$ cat config.mk
export PLATFORM = sky130hd
export DESIGN_NAME = cpu_run_ctrl
export DESIGN_NICKNAME = d
export VERILOG_FILES = /design/src/rtl/cpu_run_ctrl.sv
export SDC_FILE = /design/constraint.sdc
export NUM_CORES = 1
export LEC_CHECK = 0
export BUFFER_PORTS_ARGS = -buffer_cell sky130_fd_sc_hd__buf_4
export CORE_AREA = 4 4 105 67
export DETAILED_ROUTE_END_ITERATION = 8
export DIE_AREA = 0 0 109 71
export GPL_TIMING_DRIVEN = 0
export PLACE_DENSITY = 0.71
export SLEW_MARGIN = 20
export SYNTH_ARGS = -nofsm -noshare
export SYNTH_HDL_FRONTEND = slang
export SYNTH_SLANG_ARGS = --single-unit
$ cat constraint.sdc
create_clock -name clk -period 3.75 [get_ports clk]
set_input_delay 0.375 -clock clk [delete_from_list [all_inputs] [get_ports clk]]
set_output_delay 0.375 -clock clk [all_outputs]
set_load 0.1 [all_outputs]
$ cat src/rtl/cpu_run_ctrl.sv
// cpu_run_ctrl: holds a CPU in reset for a fixed number of cycles, lets it
// run, and stops it on halt, watchdog expiry or a stalled program counter.
// Optional PC history buffer is built when RUN_CTRL_TRACE_EN is defined.
module cpu_run_ctrl #(
    parameter int unsigned PC_W        = 8,
    parameter int unsigned CNT_W       = 16,
    parameter int unsigned RST_CYCLES  = 3,
    parameter int unsigned MAX_CYCLES  = 1000,
    parameter int unsigned STALL_LIMIT = 16,
    parameter int unsigned TRACE_DEPTH = 8
) (
    input  logic             clk,
    input  logic             rst,
    input  logic             start,
    input  logic             cpu_hlt,
    input  logic [PC_W-1:0]  cpu_pc,
    output logic             cpu_rst_n,
    output logic             busy,
    output logic             done,
    output logic             timeout,
    output logic             stall,
    output logic [PC_W-1:0]  halt_pc,
    output logic [CNT_W-1:0] cycle_count
`ifdef RUN_CTRL_TRACE_EN
    ,
    input  logic [$clog2(TRACE_DEPTH)-1:0] trace_idx,
    output logic [PC_W-1:0]                trace_pc
`endif
);

    typedef enum logic [1:0] {
        S_IDLE,
        S_RESET,
        S_RUN,
        S_DONE
    } state_t;

    localparam logic [7:0]       RST_LAST   = 8'(RST_CYCLES - 1);
    localparam logic [7:0]       STALL_LAST = 8'(STALL_LIMIT - 1);
    localparam logic [CNT_W-1:0] WDOG_LAST  = CNT_W'(MAX_CYCLES - 1);

    // Reject parameter values outside their legal ranges at elaboration
    if (RST_CYCLES < 1 || RST_CYCLES > 255) begin : g_bad_rst_cycles
        $error("cpu_run_ctrl: RST_CYCLES must be 1..255");
    end
    if (MAX_CYCLES < 1 || MAX_CYCLES > (2 ** CNT_W) - 1) begin : g_bad_max_cycles
        $error("cpu_run_ctrl: MAX_CYCLES must be 1..2^CNT_W-1");
    end
    if (STALL_LIMIT < 2 || STALL_LIMIT > 255) begin : g_bad_stall_limit
        $error("cpu_run_ctrl: STALL_LIMIT must be 2..255");
    end
    if (TRACE_DEPTH < 2 || (TRACE_DEPTH & (TRACE_DEPTH - 1)) != 0) begin : g_bad_trace_depth
        $error("cpu_run_ctrl: TRACE_DEPTH must be a power of 2, at least 2");
    end

    state_t          state;
    state_t          state_nxt;
    logic [7:0]      rst_cnt;
    logic [7:0]      stall_cnt;
    logic [7:0]      stall_cnt_nxt;
    logic [PC_W-1:0] prev_pc;
    logic            pc_same;
    logic            term_halt;
    logic            term_wdog;
    logic            term_stall;
    logic            run_end;
    logic            enter_reset;

    // Next-state and termination decode; halt beats watchdog beats stall
    always_comb begin
        state_nxt  = state;
        term_halt  = 1'b0;
        term_wdog  = 1'b0;
        term_stall = 1'b0;
        // cycle_count is 0 only in the first RUN cycle, where prev_pc is stale
        pc_same       = (cycle_count != '0) && (cpu_pc == prev_pc);
        stall_cnt_nxt = pc_same ? stall_cnt + 8'd1 : '0;
        case (state)
            S_IDLE: begin
                if (start) state_nxt = S_RESET;
            end
            S_RESET: begin
                if (rst_cnt == RST_LAST) state_nxt = S_RUN;
            end
            S_RUN: begin
                term_halt  = cpu_hlt;
                term_wdog  = !cpu_hlt && (cycle_count == WDOG_LAST);
                term_stall = !cpu_hlt && !term_wdog && pc_same &&
                             (stall_cnt_nxt == STALL_LAST);
                if (term_halt || term_wdog || term_stall) state_nxt = S_DONE;
            end
            S_DONE: begin
                if (start) state_nxt = S_RESET;
            end
            default: state_nxt = S_IDLE;
        endcase
    end

    assign run_end     = term_halt || term_wdog || term_stall;
    assign enter_reset = (state != S_RESET) && (state_nxt == S_RESET);

    // State register with status outputs registered from the next state
    always_ff @(posedge clk) begin
        if (rst) begin
            state     <= S_IDLE;
            cpu_rst_n <= 1'b0;
            busy      <= 1'b0;
            done      <= 1'b0;
        end else begin
            state     <= state_nxt;
            cpu_rst_n <= (state_nxt == S_RUN) || (state_nxt == S_DONE);
            busy      <= (state_nxt == S_RESET) || (state_nxt == S_RUN);
            done      <= (state_nxt == S_DONE);
        end
    end

    // Reset timer, run counters and termination capture
    always_ff @(posedge clk) begin
        if (rst) begin
            rst_cnt     <= '0;
            stall_cnt   <= '0;
            prev_pc     <= '0;
            timeout     <= 1'b0;
            stall       <= 1'b0;
            halt_pc     <= '0;
            cycle_count <= '0;
        end else if (enter_reset) begin
            rst_cnt     <= '0;
            stall_cnt   <= '0;
            prev_pc     <= '0;
            timeout     <= 1'b0;
            stall       <= 1'b0;
            halt_pc     <= '0;
            cycle_count <= '0;
        end else if (state == S_RESET) begin
            rst_cnt <= rst_cnt + 8'd1;
        end else if (state == S_RUN) begin
            prev_pc   <= cpu_pc;
            stall_cnt <= stall_cnt_nxt;
            if (run_end) begin
                halt_pc <= cpu_pc;
                timeout <= term_wdog;
                stall   <= term_stall;
            end else begin
                cycle_count <= cycle_count + CNT_W'(1);
            end
        end
    end

`ifdef RUN_CTRL_TRACE_EN
    localparam int unsigned IDX_W = $clog2(TRACE_DEPTH);

    logic [PC_W-1:0]  trace_mem [TRACE_DEPTH];
    logic [IDX_W-1:0] trace_wptr;
    logic [IDX_W-1:0] trace_rptr;

    // Circular PC history, cleared so unwritten slots read as zero
    always_ff @(posedge clk) begin
        if (rst || enter_reset) begin
            trace_wptr <= '0;
            for (int unsigned i = 0; i < TRACE_DEPTH; i++) begin
                trace_mem[i] <= '0;
            end
        end else if (state == S_RUN) begin
            trace_mem[trace_wptr] <= cpu_pc;
            trace_wptr            <= trace_wptr + IDX_W'(1);
        end
    end

    assign trace_rptr = trace_wptr - IDX_W'(1) - trace_idx;
    assign trace_pc   = trace_mem[trace_rptr];
`endif

endmodule

# [Word-level counts from Yosys, hierarchy flattened]
# Cells that the tools add are included.
[totals] regBits=55 in_bits=12 wordCells=56
[op_classes] addsub=3 n_eq_ne=11 n_mux=8 bitwise_logic=2 n_reduce_logical=21
[op_table] operator="adder 16 x 1 -> 16 bit (second input constant)" n=1
[op_table] operator="adder 8 x 1 -> 8 bit (second input constant)" n=2
[op_table] operator="equality test 16 x 10 -> 1 bit (second input constant)" n=1
[op_table] operator="nonzero test 16 bit" n=1
[op_table] operator="equality test 2 bit (second input constant)" n=4
[op_table] operator="equality test 8 x 2 -> 1 bit (second input constant)" n=1
[op_table] operator="equality test 8 x 4 -> 1 bit (second input constant)" n=1
[op_table] operator="equality test 8 bit" n=1
[op_table] operator="2-to-1 mux 8 bit" n=1
[op_table] operator="logical AND 1 bit" n=6
[op_table] operator="logical OR 1 bit" n=6
[op_table] operator="2-to-1 mux 2 bit" n=3
[op_table] operator="one-hot mux 2 bit (3 select lines)" n=1
[op_table] operator="AND reduction 3 bit" n=2
[op_table] operator="equality test 2 x 1 -> 1 bit (second input constant)" n=2
[op_table] operator="OR reduction 2 bit" n=2
[op_table] operator="2-to-1 mux 1 bit" n=3
[op_table] operator="logical NOT 1 bit" n=2
[op_table] operator="logical NOT 2 bit" n=1
[op_table] operator="inequality test 2 x 1 -> 1 bit (second input constant)" n=1
[op_table] operator="inverter 1 bit" n=2
[op_table] operator="AND reduction 2 bit" n=1

# [Logic depth before layout (Yosys ltp)]
[logic_depth] depth_word=12 depth_mapped=14

# [Worst setup path before layout]
# Ideal clock, no wire load.
[synth_path] path_type="register -> register" from="reg cycle_count[1]" to="reg cycle_count[12]" setup_time_ps=128 arrival_ps=3415 required_ps=3622 slack_ps=207 stages_incl_launch_ff=14 n_path_buf=3 synth_period_minus_slack_ps=3543 cell_sequence="dfxtp_1 ha_1 nand3_1 nor4_1 nor2_1 o21ai_2 buf_2 a21oi_1 nor2b_1 ha_1 a21o_1 clkbuf_1 buf_1 nor2_1"
[synth_between] elab_chain_len=12 elab_cells_between_ends=24 classes_between="1 x add/sub; 3 x eq/ne; 5 x mux; 1 x bitwise; 14 x reduce/logical"
[synth_lines] element="start, declared" line="23" source="output logic [CNT_W-1:0] cycle_count"
[synth_lines] element="start signal, assigned" line="145" source="cycle_count <= cycle_count + CNT_W'(1);"
[synth_lines] element="branches (longest 6 deep; another with nonzero test 16 bit)"
[synth_lines] element="logical OR 1 bit *" line="90" source="if (term_halt || term_wdog || term_stall) state_nxt = S_DONE;"
[synth_lines] element="2-to-1 mux 2 bit *" line="90"
[synth_lines] element="one-hot mux 2 bit (3 select lines) *" line="78" source="case (state)"
[synth_lines] element="net state_nxt[0]" line="57" source="state_t state_nxt;"
[synth_lines] element="equality test 2 x 1 -> 1 bit *" line="100" source="assign enter_reset = (state != S_RESET) && (state_nxt == S_RESET);"
[synth_lines] element="logical AND 1 bit *" line="100"
[synth_lines] element="OR reduction 2 bit (no source line) *"
# Mark *: on every way through the listed nets, which the timed path passes.
# A chain may end at the register's enable or synchronous reset.

# [Worst setup path in the final report]
[layout_path] from="reg stall_cnt[0]" to="reg stall_cnt[6]"
[layout_between] elab_chain_len=10
[layout_lines] element="start, declared" line="59" source="logic [7:0] stall_cnt;"
[layout_lines] element="start signal, assigned" line="139" source="stall_cnt <= stall_cnt_nxt;"
[layout_lines] element="adder 8 x 1 -> 8 bit" line="77" source="stall_cnt_nxt = pc_same ? stall_cnt + 8'd1 : '0;"
[layout_lines] element="2-to-1 mux 8 bit" line="77"
[layout_lines] element="equality test 8 x 4 -> 1 bit" line="89" source="(stall_cnt_nxt == STALL_LAST);"
[layout_lines] element="logical AND 1 bit" line="88" source="term_stall = !cpu_hlt && !term_wdog && pc_same &&"
[layout_lines] element="logical OR 1 bit" line="90"
[layout_lines] element="2-to-1 mux 2 bit" line="90"
[layout_lines] element="one-hot mux 2 bit (3 select lines)" line="78"
[layout_lines] element="net state_nxt[0]" line="57"
[layout_lines] element="equality test 2 x 1 -> 1 bit" line="100"
[layout_lines] element="logical AND 1 bit" line="100"
[layout_lines] element="OR reduction 2 bit (no source line)"
# The timed path passes the listed nets, and every way through them passes these cells.

==> run_results.csv <==
group,metric,value,unit
run_status,outcome,"finished, final reports clean",
finish,area.growth.synth_to_final,19.9,%
clock_network,cts_tree,"done",
drt,firstDrtPassIters,4,
clock_network,cts_root_buffer,"clkbuf_8",
sta,hold_violations,0,
finish,design_area,0.00316,mm²
clock_network,cts_resized,2,
clock_network,clk_path_buf_depth,2,
finish,antenna_cells,0,
synth,seq_area_frac_synth,0.410,
clock_network,cts_hold_buf,0,
clock_network,clk_pin_slew,0.10,ns
synth,synth_edf_count,0,
placement,io_buffers,40,
pwr,net-switching-power,0.755,mW
pwr,combPwrFrac,0.406,
synth,ys_warn_count,0,
worst_setup_path,crit_arrival,3.69,ns
worst_setup_path,reg2reg_to,"stall_cnt[6]$_SDFFE_PP0P_",
floorplan,core_area,0.00603,mm²
sta,finalSetupTns,0,ns
floorplan,die_w,109,µm
floorplan,die_h,71,µm
sta,drv_slew,0,
sta,post-route-period-util,0.931,
pwr,p_seq_frac,0.374,
worst_setup_path,cp-start-kind,"flop",
pwr,leakage,1.23,nW
sta,fmax,286,MHz
global_routing,grtUsageTotal,0.173,
synth,synthCells,309,
synth,syn_area_per_cell,8.54,µm²
synth,async_reset_ff_frac,0,
worst_setup_path,path_delay_family,"compound AO/OA/AOI/OAI gates",
worst_setup_path,criticalPathCategory,"flop to flop",
placement,dpl_cell_area,0.00304,mm²
pwr,pwr-share-clk,0.220,
finish,drive_above_1_share,0.172,
sta,finClkSkew,0.00669,ns
worst_hold_path,min_to,"busy$_SDFF_PP0_",
global_routing,grt_pass1_wl,10.8,mm
placement,dp_hpwl,4.83,mm
global_routing,grt_max_degree,17,
worst_setup_path,reg2regPathDepth,12,
worst_setup_path,cp_slowest_cell,"a221o_1",
global_routing,grt_overflow,0,
floorplan,ios,41,
floorplan,initial_utilization,0.438,
drt,vias,2425,
global_routing,grt_pass1_vias,2186,
synth,syn-num-nets,330,
clock_network,clk_latency,0.31,ns
job,drv_cap,0,
worst_setup_path,cp-end-kind,"flop",
pwr,pwr_density_cell,562,mW/mm²
worst_setup_path,cp_cell_sequence,"ha_1 > nor4bb_1 > nand2_1 > a221o_1 > o21ai_2 > buf_2 > a21oi_1 > nor2b_1 > ha_1 > a21o_1 > clkbuf_2 > a21oi_1",
pwr,switching_share,0.425,
worst_hold_path,hp-class,"input port to flop",
sta,relSlewSlack,0.504,
drt,ant_nets,0,
worst_setup_path,r2r_start,"stall_cnt[0]$_SDFFE_PP0P_",
drt,viasPerCell,5.52,
synth,yosys-top-cells-area,"dfxtp_1 41%, a21oi_1 5.7%, xor2_1 4.6%",
pwr,power.internal,1.02,mW
finish,finalNetCount,376,
floorplan,row_count,22,
synth,yosysTopAreaCell,"dfxtp_1",
clock_network,htree_num_levels,2,
placement,place.gp.congestion,0.834,
worst_setup_path,crit_fanout,10,
global_routing,antenna_found_initial,0,
worst_hold_path,min_path_cells,2,
sta,timing_worst_slew_pin_value,0.743,ns
drt,first_iter_violations,128,
worst_hold_path,hold_start,"rst",
synth,synth-seq-cells,54,
worst_setup_path,path_buf_inv,2,
worst_setup_path,required,3.94,ns
worst_setup_path,max_stage_delay,0.37,ns
drt,drc,0,
clock_network,cts_setup_buffers,0,
drt,wirelength,6.61,mm
clock_network,numCtsBuffers,5,
sta,setup_viol_count_final,0,
synth,synth.top_cell.area_share,0.410,
worst_setup_path,regToRegSetupSlack,0.26,ns
sta,period_needed,3.49,ns
synth,syn_area,0.00264,mm²
synth,ys.flop_type,"dfxtp_1",
floorplan,die_area,0.00774,mm²
synth,synth_cell_types,46,
drt,wl_per_cell,15.1,µm
pwr,vdd_drop_max,0.250,mV
clock_network,cts_sinks,54,
[kinds of logic after synthesis]
family,synth area share
AO/OA/AOI/OAI,0.175
XOR/XNOR,0.0565
adder cells (fa/ha/maj),0.0427
buffers and inverters,0.0436
flip-flops,0.410
multiplexers,0.0417
AND/OR/NAND/NOR,0.231
[per-stage QoR]
step / hold slack [ns] / std cells / util / total power [mW] / worst slack (ns)
2_1_floorplan: 0.442 / 309 / - / 1.20 / 0.207
3_5_place_dp: 0.469 / 433 / 0.505 / 1.39 / 0.0208
5_1_grt: 0.256 / 439 / 0.524 / 1.88 / -0.00417
6_report: 0.262 / 439 / 0.524 / 1.78 / 0.257
4_1_cts: 0.244 / 440 / 0.523 / 1.78 / 0.00174
3_3_place_gp: 0.467 / 433 / 0.505 / 1.37 / 0.0816
[state kept, by name, indices dropped and copies added (netlist names)]
name,cells
stall_cnt,8
prev_pc,8
state,1
cycle_count,16
timeout,1
stall,1
halt_pc,8
done,1
rst_cnt,8
cpu_rst_n,1
busy,1
[final cells by class]
type                            count  area [µm²]
Fill cell                         568        2870
Multi-Input combinational cell    227        1450
Sequential cell                    54        1080
Timing Repair Buffer               40         300
Tap cell                           84         105
Buffer                             15        71.3
Clock buffer                        5        68.8
Inverter                           12        45.0
Clock inverter                      2        38.8
[worst max-delay path by stage]
stage	startpoint	to	cells past startpoint
2_1_floorplan	cycle_count[1]$_SDFFE_PP0P_	cycle_count[12]$_SDFFE_PP0P_	13
3_3_place_gp	cycle_count[12]$_SDFFE_PP0P_	halt_pc[7]$_SDFFE_PP0P_	12
3_5_place_dp	stall_cnt[0]$_SDFFE_PP0P_	stall_cnt[6]$_SDFFE_PP0P_	13
4_1_cts	stall_cnt[0]$_SDFFE_PP0P_	rst_cnt[4]$_SDFFE_PP0P_	13
5_1_grt	cycle_count[0]$_SDFFE_PP0P_	halt_pc[7]$_SDFFE_PP0P_	13
6_report	stall_cnt[0]$_SDFFE_PP0P_	stall_cnt[6]$_SDFFE_PP0P_	12
[synth_stat cells (2+ instances only)]
master / number
nand2_1: 18
ha_1: 9
nor3_1: 4
a31oi_1: 2
o21ai_0: 23
or4_1: 7
or3_1: 5
and4_1: 2
nand3b_1: 6
nand4_1: 7
nor2b_1: 3
xnor2_1: 3
xor2_1: 14
mux2i_1: 11
o21a_1: 2
inv_1: 12
a21oi_1: 30
nand3_1: 16
nor2_1: 27
o31ai_1: 5
clkbuf_1: 12
buf_2: 2
dfxtp_1: 54
nand2b_1: 2
a41o_1: 2
o2111ai_1: 2
and3_1: 5
nor4_1: 4
a211oi_1: 3
[routing by layer]
layer  vias up  wire length, µm  GRT usage
li1       1205                -          -
met1      1152             3410      0.264
met5         -                0          0
met3         6              399     0.0365
met2        62             2740      0.249
met4         0               59     0.0378
[power groups by stage]
stage / Sequential, mW / Combinational [mW] / Clock (mW)
after floorplan: 0.833 / 0.366 / 0
after global placement: 0.677 / 0.698 / 0
after detailed placement: 0.678 / 0.710 / 0
after CTS: 0.665 / 0.718 / 0.400
after global routing: 0.672 / 0.793 / 0.417
final: 0.665 / 0.722 / 0.390
[placed cells by master (no fill, tap or decap), types with 11 or more instances in the layout]
master   instances
mux2i_1         11
a21oi_1         29
nor2_1          27
dfxtp_1         54
nand2_1         18
o21ai_0         23
buf_4           40
nand3_1         16
inv_1           12
xor2_1          14
(Power assumes the default switching activity.)
